**config.mk**
```make
export PLATFORM = sky130hd
export DESIGN_NAME = dmem_access_ctrl
export DESIGN_NICKNAME = d
export VERILOG_FILES = /design/src/rtl/dmem_ctrl_pkg.sv /design/src/rtl/dmem_lat_counter.sv /design/src/rtl/dmem_access_ctrl.sv
export SDC_FILE = /design/constraint.sdc
export NUM_CORES = 1
export LEC_CHECK = 0
export ABC_CLOCK_PERIOD_IN_PS = 4200
export CELL_PAD_IN_SITES_DETAIL_PLACEMENT = 0
export CELL_PAD_IN_SITES_GLOBAL_PLACEMENT = 1
export CORE_MARGIN = 1
export CORE_UTILIZATION = 28
export DETAILED_ROUTE_END_ITERATION = 8
export PLACE_DENSITY = 0.9
export SYNTH_ARGS = -nofsm -noshare
export SYNTH_HDL_FRONTEND = slang
export SYNTH_HIERARCHICAL = 1
export SYNTH_SLANG_ARGS = --single-unit
```
**constraint.sdc**
```tcl
create_clock -name CLK -period 4.2 [get_ports CLK]
set_clock_uncertainty 0.1 [all_clocks]
set_input_delay 0.84 -clock CLK [delete_from_list [all_inputs] [get_ports CLK]]
set_output_delay 0.84 -clock CLK [all_outputs]
set_load 0.05 [all_outputs]
```
**src/rtl/dmem_ctrl_pkg.sv**
```systemverilog
// Shared types and constants for the data-memory access controller.
// Counter width bounds the latency to 1..15 cycles.
package dmem_ctrl_pkg;

  typedef enum logic {
    IDLE = 1'b0,
    WAIT = 1'b1
  } stateT;

  localparam int LAT_DEFAULT = 3;
  localparam int CNT_W       = 4;
  localparam int TAG_W       = 5;

endpackage

```
**src/rtl/dmem_lat_counter.sv**
```systemverilog
// Reusable latency down-counter with load, decrement and zero flag.
// Decrement stops at zero.
module dmem_lat_counter
  import dmem_ctrl_pkg::*;
(
  input  logic             CLK,
  input  logic             CLR,
  input  logic             load,
  input  logic [CNT_W-1:0] loadVal,
  input  logic             dec,
  output logic [CNT_W-1:0] cnt,
  output logic             zero
);

  // load has priority over decrement
  always_ff @(posedge CLK) begin
    if (CLR)
      cnt <= '0;
    else if (load)
      cnt <= loadVal;
    else if (dec && cnt != '0)
      cnt <= cnt - 1'b1;
  end

  assign zero = (cnt == '0);

endmodule

```
**src/rtl/dmem_access_ctrl.sv**
```systemverilog
// M-stage sequencer for the multi-cycle data memory, one access in flight.
// Define DMEM_CTRL_PERF_EN to build the saturating perf counters.
module dmem_access_ctrl
  import dmem_ctrl_pkg::*;
#(
  parameter int WIDTH = 32,
  parameter int LAT   = LAT_DEFAULT
)(
  input  logic             CLK,
  input  logic             CLR,
  input  logic             req_valid,
  input  logic             req_we,
  input  logic [WIDTH-1:0] req_addr,
  input  logic [WIDTH-1:0] req_wdata,
  input  logic [TAG_W-1:0] req_tag,
  output logic             req_ready,
  output logic             stall,
  output logic             mem_we,
  output logic [WIDTH-1:0] mem_addr,
  output logic [WIDTH-1:0] mem_wdata,
  input  logic [WIDTH-1:0] mem_rdata,
  output logic             rsp_valid,
  output logic [WIDTH-1:0] rsp_data,
  output logic [TAG_W-1:0] rsp_tag,
  output logic             pend_valid,
  output logic [TAG_W-1:0] pend_tag,
  output logic [31:0]      perf_loads,
  output logic [31:0]      perf_stores,
  output logic [31:0]      perf_stalls
);

  stateT            state;
  logic             latWe;
  logic [WIDTH-1:0] latAddr;
  logic [WIDTH-1:0] latWdata;
  logic [TAG_W-1:0] latTag;
  logic [CNT_W-1:0] cnt;
  logic             cntZero;
  logic             accept;
  logic             done;

  assign accept = (state == IDLE) & req_valid;
  assign done   = (state == WAIT) & cntZero;

  dmem_lat_counter uCnt (
    .CLK     (CLK),
    .CLR     (CLR),
    .load    (accept),
    .loadVal (CNT_W'(LAT - 1)),
    .dec     (state == WAIT),
    .cnt     (cnt),
    .zero    (cntZero)
  );

  // request latching, state sequencing and registered load response
  always_ff @(posedge CLK) begin
    if (CLR) begin
      state     <= IDLE;
      latWe     <= 1'b0;
      latAddr   <= '0;
      latWdata  <= '0;
      latTag    <= '0;
      rsp_valid <= 1'b0;
      rsp_data  <= '0;
      rsp_tag   <= '0;
    end else begin
      rsp_valid <= done & ~latWe;
      if (done & ~latWe) begin
        rsp_data <= mem_rdata;
        rsp_tag  <= latTag;
      end
      unique case (state)
        IDLE: begin
          if (req_valid) begin
            latWe    <= req_we;
            latAddr  <= req_addr;
            latWdata <= req_wdata;
            latTag   <= req_tag;
            state    <= WAIT;
          end
        end
        WAIT: begin
          if (cntZero)
            state <= IDLE;
        end
        default: state <= IDLE;
      endcase
    end
  end

  // a reset landing on the completion cycle must not commit the store
  assign req_ready  = (state == IDLE);
  assign stall      = req_valid & ~req_ready;
  assign mem_we     = done & latWe & ~CLR;
  assign mem_addr   = req_ready ? req_addr : latAddr;
  assign mem_wdata  = latWdata;
  assign pend_valid = (state == WAIT) & ~latWe;
  assign pend_tag   = latTag;

`ifdef DMEM_CTRL_PERF_EN
  logic [31:0] perfLd;
  logic [31:0] perfSt;
  logic [31:0] perfSl;

  // saturating event counters
  always_ff @(posedge CLK) begin
    if (CLR) begin
      perfLd <= '0;
      perfSt <= '0;
      perfSl <= '0;
    end else begin
      if (accept && !req_we && perfLd != '1)
        perfLd <= perfLd + 1'b1;
      if (accept && req_we && perfSt != '1)
        perfSt <= perfSt + 1'b1;
      if (stall && perfSl != '1)
        perfSl <= perfSl + 1'b1;
    end
  end

  assign perf_loads  = perfLd;
  assign perf_stores = perfSt;
  assign perf_stalls = perfSl;
`else
  assign perf_loads  = '0;
  assign perf_stores = '0;
  assign perf_stalls = '0;
`endif

endmodule

```
==> qor.txt <==
Avg Synthesized Cell Area -> 8.13 µm²
cell count after synthesis -> 638
initial antenna violation count -> 0
Rel. slew slack -> 0.464
min Tclk post-route -> 3570 ps
clk buf depth -> 2
total die area -> 0.0191 mm²
H-tree levels -> 4
GPL Wtd Cong -> 0.728
Setup TNS -> 0 ps
Lkg Pwr -> 2.96 nW
Initial DRC Count -> 154
CP max stage delay -> 810 ps
largest net degree at the start of global routing -> 72
max-cap check violation count -> 0
clock slew at reported path FFs -> 60 ps
worst vdd ir -> 0.263 mV
synth warn -> 6
most frequent CP cell -> inv_1
Setup crit start -> uCnt/cnt[1]
Synth cell types -> 30
Hold-fix buffers, CTS -> 0
status -> finished, violations left
fin nets -> 948
cell taking the most area after synthesis -> dfxtp_1
CP cell instances -> inv_1 -> ha_1 -> or3b_4 -> inv_1 -> and4b_1 -> clkdlybuf4s50_1
Fillers -> 1865
remaining antenna violation count -> 0
CTS tree -> built
Hold Crit Endpoint -> rsp_data[0]
vias in the first global route -> 4079
CTS Buf Count -> 17
via count -> 4488
Worst setup EP type -> output port
Hold Path Depth -> 2
Die Width -> 138 µm
post-CTS resize count -> 0
Cell Pwr Density -> 458 mW/mm²
max-slew violation count -> 0
Final Hold Fails -> 0
Crit Path Max Fanout -> 5
unrepaired setup endpoints after global routing -> no
Worst R2R Start -> uCnt/cnt[1]
post-synthesis sequential area ratio -> 0.436
crit path kind -> reg -> out
PnR worst setup slack -> 633 ps
hold crit path type -> reg -> reg
critical path startpoint category -> flip-flop
dpl ws -> 948 ps
FF-to-FF End -> rsp_tag[1]
Core ar. -> 0.0181 mm²
Clock Sinks -> 113
worst reg2reg path depth -> 8
failing checks -> design-rule violations
final period utilization -> 0.849
Synth Register Bits -> 113
total wire length -> 13700 µm
Area Growth Syn to Fin -> 47.7%
WL/cell -> 12.6 µm
DRC Markers -> 40
slowest CP cell -> clkdlybuf4s50_1
DRT Pass-1 Iters -> 9
gr ovfl total -> 0
Slew @ Worst Pin -> 804 ps
Worst Hold Launch -> rsp_data[0]
Design Area, Final -> 0.00767 mm²
Arrival @ worst endpoint -> 2630 ps
Final Util -> 0.424
Worst EP required -> 3260 ps
# IOs -> 312
Final HPWL DP -> 9090 µm
Antenna Cells -> 0
layout cells sized above 1 -> 0.0912
Tot Pwr -> 3.51 mW
Post-Syn Area -> 0.00519 mm²
DP Area -> 0.00709 mm²
Setup Buffers After CTS -> 0
Fmax -> 0.280 GHz
# setup viols final -> 0
top post-synthesis cells by area -> dfxtp_1 44%, nand2_1 16%, buf_4 15%, a21oi_1 10%, mux2_2 6.9%
Core Rows -> 49
share of the synthesized area in the top cell type -> 0.436
clock tree root driver cell -> clkbuf_16
first-pass GRT wire length -> 21300 µm
Skew-Pair Late Insertion Delay -> 400 ps
# port buffers -> 215
DR vias/cell -> 4.14
R2R setup slack -> 1720 ps
starting density of the core -> 0.287
Die Y-Extent -> 138 µm
Tot GR Track Use -> 0.142
-- worst max-delay path by stage --
stage / cells after the start / slack, ps / end
finish: 6 / 630 / mem_we
global route: 6 / 470 / mem_we
CTS: 6 / 600 / mem_we
detailed placement: 3 / 950 / mem_addr[7]
global placement: 3 / 940 / mem_addr[7]
floorplan: 5 / 1620 / mem_we
-- routing by layer --
layer | share of wire | vias to the layer above | wire length [µm] | global-route usage
li1 | - | 2278 | - | -
met1 | 0.42 | 2021 | 5670 | 0.162
met2 | 0.50 | 185 | 6820 | 0.251
met3 | 0.078 | 4 | 1070 | 0.0495
met4 | 0.0065 | 0 | 89 | 0.0408
met5 | 0 | - | 0 | 0
-- synthesized netlist by cell type --
cell type,count
a2111oi_4,1
a211oi_1,1
a21o_1,1
a21oi_1,108
a311o_1,1
a311oi_1,2
and2_1,1
and3b_1,1
and4b_1,1
buf_2,10
buf_4,105
buf_6,7
clkbuf_1,12
conb_1,2
dfxtp_1,113
ha_1,1
inv_1,5
inv_4,1
mux2_2,32
mux2i_1,1
nand2_1,217
nand2b_1,2
nand3_1,1
nand3b_2,1
nand4b_1,1
nor2_1,6
nor3_1,1
nor4b_1,1
nor4b_2,1
or3b_4,1
-- flip-flops by register name, summed over array words and instances (netlist names) --
register	flops
latAddr	32
mem_wdata	32
rsp_data	32
pend_tag	5
rsp_tag	5
uCnt/cnt	4
latWe	1
rsp_valid	1
state	1
-- cell type report --
type | count | area [µm²] | area share
clock buffers | 17 | 425 | 0.0555
flip-flops and latches | 113 | 2260 | 0.295
inverters | 6 | 25.0 | 0.00326
well taps | 229 | 287 | 0.0374
repair buffers | 221 | 2210 | 0.288
clock inverters | 15 | 148 | 0.0193
multi-input cells | 483 | 2310 | 0.301
-- cell families after synthesis --
group,after synthesis,share of synthesized area
buffers and inverters,140,0.190
other,2,0.00145
adder cells (fa/ha/maj),1,0.00241
flip-flops,113,0.436
AND/OR/NAND/NOR,235,0.181
multiplexers,33,0.0714
AO/OA/AOI/OAI,114,0.118
-- cell usage in the layout, fill, tap and decap left out, drive strengths merged, types with 6 or more instances in the layout --
cell / count
nand2: 217
clkdlybuf4s50: 214
dfxtp: 113
a21oi: 108
conb: 100
mux2: 32
clkbuf: 17
inv: 14
buf: 7
nor2: 6
-- worst max-delay path, delay by kind of cell, from the launching register on --
| family | cells | cell delay, ps |
|---|---|---|
| adders and majority gates | 1 | 220 |
| buffers and inverters | 3 | 1060 |
| and+or+nand+nor | 2 | 630 |
| DFF | 1 | 310 |
-- where the power goes --
group          switching, mW  leakage (nW)  internal [mW]
registers             0.0362         0.925           1.14
clock network          0.569         0.274          0.830
logic                  0.645          1.76          0.293
-- stage by stage --
step,instances,hold WS (ps)
5_1_grt,1084,364
3_3_place_gp,1052,340
6_report,1084,351
3_5_place_dp,1052,345
2_1_floorplan,736,333
4_1_cts,1084,353
No activity file was read; power rests on OpenSTA's default activity.
